File: src/rtl/bcm_scan_controller_if.sv
// Panel-side bundle of the BCM scan controller: run request in, framebuffer
// addressing, brightness plane select and HUB75 control strobes out.
interface bcm_scan_controller_if #(
  parameter int PIXELS_PER_ROW = 64,
  parameter int SCAN_ROWS      = 16,
  parameter int BITPLANES      = 6
);
  localparam int COL_W = $clog2(PIXELS_PER_ROW);
  localparam int ROW_W = $clog2(SCAN_ROWS);

  logic                 enable;
  logic [COL_W-1:0]     column_address;
  logic [ROW_W-1:0]     row_address;
  logic [BITPLANES-1:0] brightness_mask;
  logic [2:0]           rgb_enable;
  logic                 pixel_clock;
  logic                 row_latch;
  logic                 output_enable_n;
  logic                 busy;
  logic                 frame_done;

  // Controller side.
  modport master (
    input  enable,
    output column_address, row_address, brightness_mask, rgb_enable,
    output pixel_clock, row_latch, output_enable_n, busy, frame_done
  );

  // Requester / panel side.
  modport slave (
    output enable,
    input  column_address, row_address, brightness_mask, rgb_enable,
    input  pixel_clock, row_latch, output_enable_n, busy, frame_done
  );
endinterface

File: src/rtl/bcm_scan_controller.sv
// Binary-coded-modulation scan sequencer for a HUB75 panel. For every scan
// row it walks the bit planes LSB first: shift a row of pixels, blank, latch,
// then hold OE low for BASE_ON_CYCLES << plane cycles. All outputs come
// straight from registers; the combinational block computes their next values.
module bcm_scan_controller #(
  parameter int PIXELS_PER_ROW = 64,
  parameter int SCAN_ROWS      = 16,
  parameter int BITPLANES      = 6,
  parameter int BASE_ON_CYCLES = 4
) (
  input  logic                         clk,
  input  logic                         reset,
  bcm_scan_controller_if.master        bus
);

  localparam int COL_W   = $clog2(PIXELS_PER_ROW);
  localparam int ROW_W   = $clog2(SCAN_ROWS);
  localparam int PLANE_W = (BITPLANES > 1) ? $clog2(BITPLANES) : 1;
  localparam int CNT_W   = $clog2(BASE_ON_CYCLES << (BITPLANES - 1)) + 1;

  localparam logic [COL_W-1:0]     COL_LAST   = COL_W'(PIXELS_PER_ROW - 1);
  localparam logic [ROW_W-1:0]     ROW_LAST   = ROW_W'(SCAN_ROWS - 1);
  localparam logic [PLANE_W-1:0]   PLANE_LAST = PLANE_W'(BITPLANES - 1);
  localparam logic [BITPLANES-1:0] MASK_P0    = BITPLANES'(1);

  typedef enum logic [2:0] {
    IDLE,
    SHIFT,
    BLANK,
    LATCH,
    DISPLAY
  } state_t;

  state_t               state_q, state_d;
  logic                 phase_q, phase_d;
  logic [COL_W-1:0]     col_q, col_d;
  logic [ROW_W-1:0]     scan_row_q, scan_row_d;
  logic [ROW_W-1:0]     row_addr_q, row_addr_d;
  logic [PLANE_W-1:0]   plane_q, plane_d;
  logic [BITPLANES-1:0] mask_q, mask_d;
  logic [CNT_W-1:0]     cnt_q, cnt_d;
  logic [2:0]           rgb_q, rgb_d;
  logic                 pclk_q, pclk_d;
  logic                 latch_q, latch_d;
  logic                 oe_n_q, oe_n_d;
  logic                 busy_q, busy_d;
  logic                 frame_done_q, frame_done_d;

  // Display length of a plane, minus one, as loaded into the down-counter.
  // The counter then reaches zero on the final lit cycle.
  function automatic logic [CNT_W-1:0] on_time_last(input logic [PLANE_W-1:0] p);
    return CNT_W'((BASE_ON_CYCLES << p) - 1);
  endfunction

  // Next-state and next-output logic; registered outputs describe the state
  // being entered, so each branch sets what that next state must show.
  always_comb begin
    state_d      = state_q;
    phase_d      = phase_q;
    col_d        = col_q;
    scan_row_d   = scan_row_q;
    row_addr_d   = row_addr_q;
    plane_d      = plane_q;
    mask_d       = mask_q;
    cnt_d        = cnt_q;
    rgb_d        = 3'b000;
    pclk_d       = 1'b0;
    latch_d      = 1'b0;
    oe_n_d       = 1'b1;
    busy_d       = 1'b1;
    frame_done_d = 1'b0;

    unique case (state_q)
      IDLE: begin
        phase_d = 1'b0;
        col_d   = '0;
        busy_d  = 1'b0;
        if (bus.enable) begin
          state_d = SHIFT;
          busy_d  = 1'b1;
          rgb_d   = 3'b111;
        end
      end

      SHIFT: begin
        rgb_d = 3'b111;
        if (!phase_q) begin
          phase_d = 1'b1;
          pclk_d  = 1'b1;
        end else begin
          phase_d = 1'b0;
          if (col_q == COL_LAST) begin
            // Row fully shifted: go dark and only now move the row select.
            col_d      = '0;
            state_d    = BLANK;
            rgb_d      = 3'b000;
            row_addr_d = scan_row_q;
          end else begin
            col_d = col_q + 1'b1;
          end
        end
      end

      BLANK: begin
        state_d = LATCH;
        latch_d = 1'b1;
      end

      LATCH: begin
        state_d = DISPLAY;
        oe_n_d  = 1'b0;
        cnt_d   = on_time_last(plane_q);
      end

      DISPLAY: begin
        if (cnt_q != '0) begin
          cnt_d  = cnt_q - 1'b1;
          oe_n_d = 1'b0;
        end else begin
          state_d = SHIFT;
          rgb_d   = 3'b111;
          if (plane_q == PLANE_LAST) begin
            plane_d = '0;
            mask_d  = MASK_P0;
            if (scan_row_q == ROW_LAST) begin
              // Frame end: row select returns to 0 while the panel is dark,
              // and enable decides between another frame and idling.
              scan_row_d   = '0;
              row_addr_d   = '0;
              frame_done_d = 1'b1;
              if (!bus.enable) begin
                state_d = IDLE;
                rgb_d   = 3'b000;
                busy_d  = 1'b0;
              end
            end else begin
              scan_row_d = scan_row_q + 1'b1;
            end
          end else begin
            plane_d = plane_q + 1'b1;
            mask_d  = mask_q << 1;
          end
        end
      end

      default: begin
        state_d = IDLE;
        busy_d  = 1'b0;
      end
    endcase
  end

  // State and control/output register; reset forces a dark, idle panel.
  always_ff @(posedge clk) begin
    if (reset) begin
      state_q      <= IDLE;
      phase_q      <= 1'b0;
      col_q        <= '0;
      scan_row_q   <= '0;
      row_addr_q   <= '0;
      plane_q      <= '0;
      mask_q       <= MASK_P0;
      rgb_q        <= 3'b000;
      pclk_q       <= 1'b0;
      latch_q      <= 1'b0;
      oe_n_q       <= 1'b1;
      busy_q       <= 1'b0;
      frame_done_q <= 1'b0;
    end else begin
      state_q      <= state_d;
      phase_q      <= phase_d;
      col_q        <= col_d;
      scan_row_q   <= scan_row_d;
      row_addr_q   <= row_addr_d;
      plane_q      <= plane_d;
      mask_q       <= mask_d;
      rgb_q        <= rgb_d;
      pclk_q       <= pclk_d;
      latch_q      <= latch_d;
      oe_n_q       <= oe_n_d;
      busy_q       <= busy_d;
      frame_done_q <= frame_done_d;
    end
  end

  // On-time down-counter; always loaded in LATCH before use, so no reset.
  always_ff @(posedge clk) begin
    cnt_q <= cnt_d;
  end

  assign bus.column_address  = col_q;
  assign bus.row_address     = row_addr_q;
  assign bus.brightness_mask = mask_q;
  assign bus.rgb_enable      = rgb_q;
  assign bus.pixel_clock     = pclk_q;
  assign bus.row_latch       = latch_q;
  assign bus.output_enable_n = oe_n_q;
  assign bus.busy            = busy_q;
  assign bus.frame_done      = frame_done_q;

endmodule

File: src/flat_wrapper.sv
// flat-port wrapper written by rule: the top's interface ports become plain ports
module bcm_scan_controller_flat 
#(
  parameter int PIXELS_PER_ROW = 64,
  parameter int SCAN_ROWS      = 16,
  parameter int BITPLANES      = 6,
  parameter int BASE_ON_CYCLES = 4
)
  (clk, reset, bus_enable, bus_column_address, bus_row_address, bus_brightness_mask, bus_rgb_enable, bus_pixel_clock, bus_row_latch, bus_output_enable_n, bus_busy, bus_frame_done);
  bcm_scan_controller_if #(.PIXELS_PER_ROW(PIXELS_PER_ROW), .SCAN_ROWS(SCAN_ROWS), .BITPLANES(BITPLANES)) bus_i ();
  input  logic clk;
  input  logic reset;
  input wire logic [$bits(bus_i.enable)-1:0] bus_enable;
  output wire logic [$bits(bus_i.column_address)-1:0] bus_column_address;
  output wire logic [$bits(bus_i.row_address)-1:0] bus_row_address;
  output wire logic [$bits(bus_i.brightness_mask)-1:0] bus_brightness_mask;
  output wire logic [$bits(bus_i.rgb_enable)-1:0] bus_rgb_enable;
  output wire logic [$bits(bus_i.pixel_clock)-1:0] bus_pixel_clock;
  output wire logic [$bits(bus_i.row_latch)-1:0] bus_row_latch;
  output wire logic [$bits(bus_i.output_enable_n)-1:0] bus_output_enable_n;
  output wire logic [$bits(bus_i.busy)-1:0] bus_busy;
  output wire logic [$bits(bus_i.frame_done)-1:0] bus_frame_done;
  assign bus_i.enable = bus_enable;
  assign bus_column_address = bus_i.column_address;
  assign bus_row_address = bus_i.row_address;
  assign bus_brightness_mask = bus_i.brightness_mask;
  assign bus_rgb_enable = bus_i.rgb_enable;
  assign bus_pixel_clock = bus_i.pixel_clock;
  assign bus_row_latch = bus_i.row_latch;
  assign bus_output_enable_n = bus_i.output_enable_n;
  assign bus_busy = bus_i.busy;
  assign bus_frame_done = bus_i.frame_done;
  bcm_scan_controller #(.PIXELS_PER_ROW(PIXELS_PER_ROW), .SCAN_ROWS(SCAN_ROWS), .BITPLANES(BITPLANES), .BASE_ON_CYCLES(BASE_ON_CYCLES)) u_core (.clk(clk), .reset(reset), .bus(bus_i));
endmodule
File: config.mk
export PLATFORM = sky130hd
export DESIGN_NAME = bcm_scan_controller_flat
export DESIGN_NICKNAME = d
export VERILOG_FILES = /design/src/rtl/bcm_scan_controller_if.sv /design/src/rtl/bcm_scan_controller.sv /design/src/flat_wrapper.sv
export SDC_FILE = /design/constraint.sdc
export NUM_CORES = 1
export LEC_CHECK = 0
export BUFFER_PORTS_ARGS = -buffer_cell sky130_fd_sc_hd__clkbuf_2
export CORE_AREA = 2 2 79 81
export DETAILED_ROUTE_END_ITERATION = 8
export DIE_AREA = 0 0 81 83
export PLACE_DENSITY_LB_ADDON = 0.08
export SLEW_MARGIN = 20
export SYNTH_ARGS = -nofsm -noshare
export SYNTH_HDL_FRONTEND = slang
export SYNTH_SLANG_ARGS = --single-unit
File: constraint.sdc
create_clock -name clk -period 4.8 [get_ports clk]
set_clock_uncertainty 0.05 [all_clocks]
set_input_delay 0.24 -clock clk [delete_from_list [all_inputs] [get_ports clk]]
set_output_delay 0.24 -clock clk [all_outputs]
set_load 0.01 [all_outputs]
# Word-level counts from Yosys, hierarchy flattened

Index checks and enable logic that the tools add are counted.

Add/sub/neg operators: 5
Eq/ne operators: 14
Shifts and indexed selects: 1
Multiplexer cells: 40
Bitwise gates (word level): 4
Reduce and logical (&&, ||, !) cells: 14

Operators by type and width:

| operator              | number |
|---|---|
| $mux W3               | 13 |
| $mux W4               | 6 |
| $mux W6               | 3 |
| $pmux W8 S2           | 1 |
| $pmux W3 S5           | 1 |
| $pmux W6 S2           | 1 |
| $ne A2 B1 Y1 const B  | 5 |
| $mux W1               | 9 |
| $pmux W3 S3           | 1 |
| $mux W8               | 1 |
| $pmux W4 S2           | 1 |
| $reduce_bool A8 Y1    | 1 |
| $shl A3 B3 Y8 const A | 1 |
| $sub A8 B1 Y8 const B | 1 |
| $sub A8 B2 Y8 const B | 1 |
| $add A6 B1 Y6 const B | 1 |
| $eq A3 B2 Y1 const B  | 2 |
| $eq A3 B3 Y1 const B  | 2 |
| $eq A6 B6 Y1 const B  | 1 |
| $reduce_and A2 Y1     | 3 |
| $reduce_and A6 Y1     | 1 |
| $reduce_bool A2 Y1    | 3 |
| $add A4 B1 Y4 const B | 1 |
| $eq A4 B4 Y1 const B  | 1 |
| other kinds (12)      | 17 |

Bits in registers: 43
Bits of input ports: 3
Output and inout port bits: 24
Word-level logic and storage cells: 92

# Logic depth before layout (Yosys ltp)

Word-level depth: 5
Gate-level depth with buffers: 7
Mapped depth without buffers: 6

# Worst setup path before layout

OpenSTA, ideal clock, no wires.

Path type: reg2reg
Start: register u_core.cnt_q[0]
End: register u_core.scan_row_q[3]
Library setup time: 91 ps
Arrival time: 1899 ps
Data required time: 4659 ps
Path slack: 2760 ps
Cell stages (with the launch flop): 8
Path buffers: 1
Period minus slack after synthesis: 2040 ps
Cells stage by stage: edfxtp_1 -> inv_1 -> ha_1 -> or4b_1 -> buf_6 -> nor4_4 -> a41oi_1 -> a311oi_1

Longest elaborated chain between the ends: 3

RTL lines:

| item                               | line                       | source |
|---|---|---|
| start, declared                    | bcm_scan_controller.sv:41  | `logic [CNT_W-1:0] cnt_q, cnt_d;` |
| start signal, assigned             | bcm_scan_controller.sv:188 | `cnt_q <= cnt_d;` |
| $reduce_bool A8 Y1                 | bcm_scan_controller.sv:116 | `if (cnt_q != '0) begin` |
| $not A1 Y1 (no source line)        | --                         |  |
| $reduce_and A3 Y1 (no source line) | --                         |  |
| end signal, assigned               | bcm_scan_controller.sv:173 | `scan_row_q <= scan_row_d;` |
| end, declared                      | bcm_scan_controller.sv:37  | `logic [ROW_W-1:0] scan_row_q, scan_row_d;` |

Every way passes these cells.
A chain may end at the register's enable or synchronous reset.

# Worst setup path in the final report

Start: register u_core.cnt_q[0]
End: register u_core.plane_q[2]

Longest elaborated chain between the ends: 3

RTL lines:

| item                               | line                       | source |
|---|---|---|
| $reduce_bool A8 Y1                 | bcm_scan_controller.sv:116 |  |
| $not A1 Y1 (no source line)        | --                         |  |
| $reduce_and A2 Y1 (no source line) | --                         |  |
| end signal, assigned               | bcm_scan_controller.sv:175 | `plane_q <= plane_d;` |
| end, declared                      | bcm_scan_controller.sv:39  | `logic [PLANE_W-1:0] plane_q, plane_d;` |

Every way passes these cells.

==> metrics <==
Yosys Warn Count=0; Main synth FF type=dfxtp_1; Synth-to-Final Area Change=11.38%; drt first pass iters=4; Mean Syn Cell Area=8.853 sq um; CTS tree=yes; first-pass GRT wire length=just over 7000 um; CTS Sinks=around 40; WS Path Type=register to register; postcts setup bufs=0; nets=250; initial drt markers=84; register area share after synthesis=a little under half; Leak Pwr=around 0.79 nW; WP buf/inv=1; Final Cycle Share=between 50 and 60%; worst endpoint required time=4.96 ns; Synth Area in Compound Gates=between 10% and 20%; max frequency=roughly 420 MHz; Worst-path clk slew=0.08 ns; Mapped Area=around 2000 sq um; grt total ovfl=0; layout cells sized above 1=~18%; commonest cells after routing, fill and taps aside=dfxtp_1 (33), clkbuf_2 (26), a21oi_1 (23); slowest stage delay, CP=around 0.49 ns; max-cap violations=0; synthesized-area fraction occupied by adder cells=roughly 2.5%; global placement routability congestion=0.7251; Synth Area in XOR/XNOR=4.816%; commonest non-fill, non-tap cell in the layout=dfxtp_1; maximum resistive drop on vdd=0.1233 mV; Final Core Density=a little under two fifths; ys async rst share=0%; largest family of logic cells by synthesized area=simple AND/OR/NAND/NOR gates; antenna-violating nets left=0; Simple-Gate Fraction of Synth Area=25.02%; Vias/cell=5.003; Die Y=83 um; wire length per cell=13.35 um; endpoint class of the critical path=register; CTS H-tree depth=2; post-synthesis net count=between 200 and 250; mux cell area share after synthesis=under 10%; number of synthesized flops with an enable pin=8; total track usage=between 10% and 20%; Core ar.=just under 6000 sq um; critical path's slowest cell=nor4b_1; cells after synthesis=roughly 230; pwr dens=265.1 nW/um^2; post-cts repair resize count=0; final setup vio count=0; initial antenna violation count=0; synth unique cells=50; #FFs+latches synth=between 40 and 50; fill count=about 630; CTS Buf Count=5; Arr. time, crit path=around 2.6 ns; num rows=28; drt total wl=between 4000 and 5000 um; Worst-Margin Slew=~0.6 ns; clk root buf=clkbuf_8; Port-buffer cells=26; max-slew violations=0; drc violations=0; max_slew headroom=59.06%; RSZ-0062 raised after global routing=no; hold buffer count at CTS=0; CP Launch Type=register; pin count of the biggest net entering global routing=32; Inserted Diodes=0; DR vias=approximately 1600; Setup TNS=0 ns; run status=completed; Starting Density=roughly 34%; total I/O pin count=27; Final Critical Period=2.409 ns; Clock Path Buffers=2; vias in the first global route=1444; Worst-Skew Late Latency=0.29 ns; worst path cell trace=inv_1 -> ha_1 -> nor4b_1 -> nand3_1 -> or3_1 -> a21oi_1; DIE AREA=approximately 6700 sq um; Final Hold Fails=0; HP Class=input pin to register; DPL Wire Length=approximately 3000 um; Crit Path Max Fanout=12; Die W=81 um; CP top delay family=simple AND/OR/NAND/NOR gates
-- power breakdown --
part           total (mW)  internal [mW]  switching (mW)
clock network       0.210         0.0982           0.112
logic              0.0233        0.00934          0.0139
registers           0.357          0.353         0.00465
-- layout make-up --
cell class	count	area [sq um]	area share [%]
Multi-Input combinational cell	161	993.5	44.58
Sequential cell	41	900.9	40.43
Clock buffer	6	72.57	3.257
Tap cell	75	93.84	4.211
Clock inverter	1	3.754	0.1684
Timing Repair Buffer	27	137.6	6.176
Inverter	7	26.28	1.179
-- sequential cells by signal (all words and copies together) (netlist names) --
name                        cells
u_core.bus.column_address       6
u_core.bus.frame_done           1
u_core.plane_q                  3
u_core.bus.brightness_mask      6
u_core.bus.row_address          4
u_core.bus.rgb_enable           1
u_core.cnt_q                    8
u_core.bus.row_latch            1
u_core.bus.busy                 1
u_core.bus.output_enable_n      1
u_core.phase_q                  1
u_core.bus.pixel_clock          1
u_core.state_q                  3
u_core.scan_row_q               4
-- worst paths after layout --
kind | startpoint | endpoint | slack [ns] | cells after the start
worst min-delay path | bus_enable | u_core.bus.rgb_enable[1] | 0.25 | 3
worst min register to register | u_core.bus.brightness_mask[5] | u_core.bus.brightness_mask[5] | 0.41 | 2
worst max-delay path | u_core.cnt_q[0] | u_core.plane_q[2] | 2.39 | 6
worst max register to register | u_core.cnt_q[0] | u_core.plane_q[2] | 2.39 | 6
-- metal layers --
metal | vias up | GRT usage (%) | share of wire (%)
met5 | - | 0 | 0
met1 | 733 | 18.99 | 50
met3 | 2 | 4.565 | 3.6
met2 | 22 | 19.68 | 46
met4 | 0 | 4.622 | 0.66
li1 | 834 | - | -
-- cell families after synthesis --
logic type | Yosys count
and+or+nand+nor | 91
DFF | 41
adders and majority gates | 4
buffers and inverters | 24
AOI/OAI and AO/OA | 53
muxes | 2
xor gates and xnor gates | 11
-- cell usage after synthesis (6+ instances only) --
master	n	share of area, %
dfxtp_1	33	33
nand2_1	20	3.8
nor2_1	19	3.6
inv_1	7	1.3
edfxtp_1	8	12
nor3_1	7	1.8
nand3_1	10	2.5
xnor2_1	10	4.4
o21ai_0	7	1.8
clkbuf_1	13	2.4
a21oi_1	23	5.8
o211ai_1	6	2.3
-- tightest hold or removal path, stage by stage --
cell and delay, ns:
clkbuf_2 0.13, o211ai_1 0.11, o41ai_1 0.07
-- through the flow --
step / power, mW / area (sq um) / setup WS (ns) / std cells / hold WS [ns]
floorplan: 0.3820 / 2001 / 2.760 / 226 / 0.3520
finish: 0.5908 / 2228 / 2.391 / 318 / 0.2481
detailed placement: 0.3891 / 2152 / 2.391 / 311 / 0.4063
CTS: 0.6024 / 2228 / 2.376 / 318 / 0.2493
global route: 0.6200 / 2228 / 2.135 / 318 / 0.2532
global placement: 0.3893 / 2152 / 2.477 / 311 / 0.4028
No activity file was read; power rests on OpenSTA's default activity.
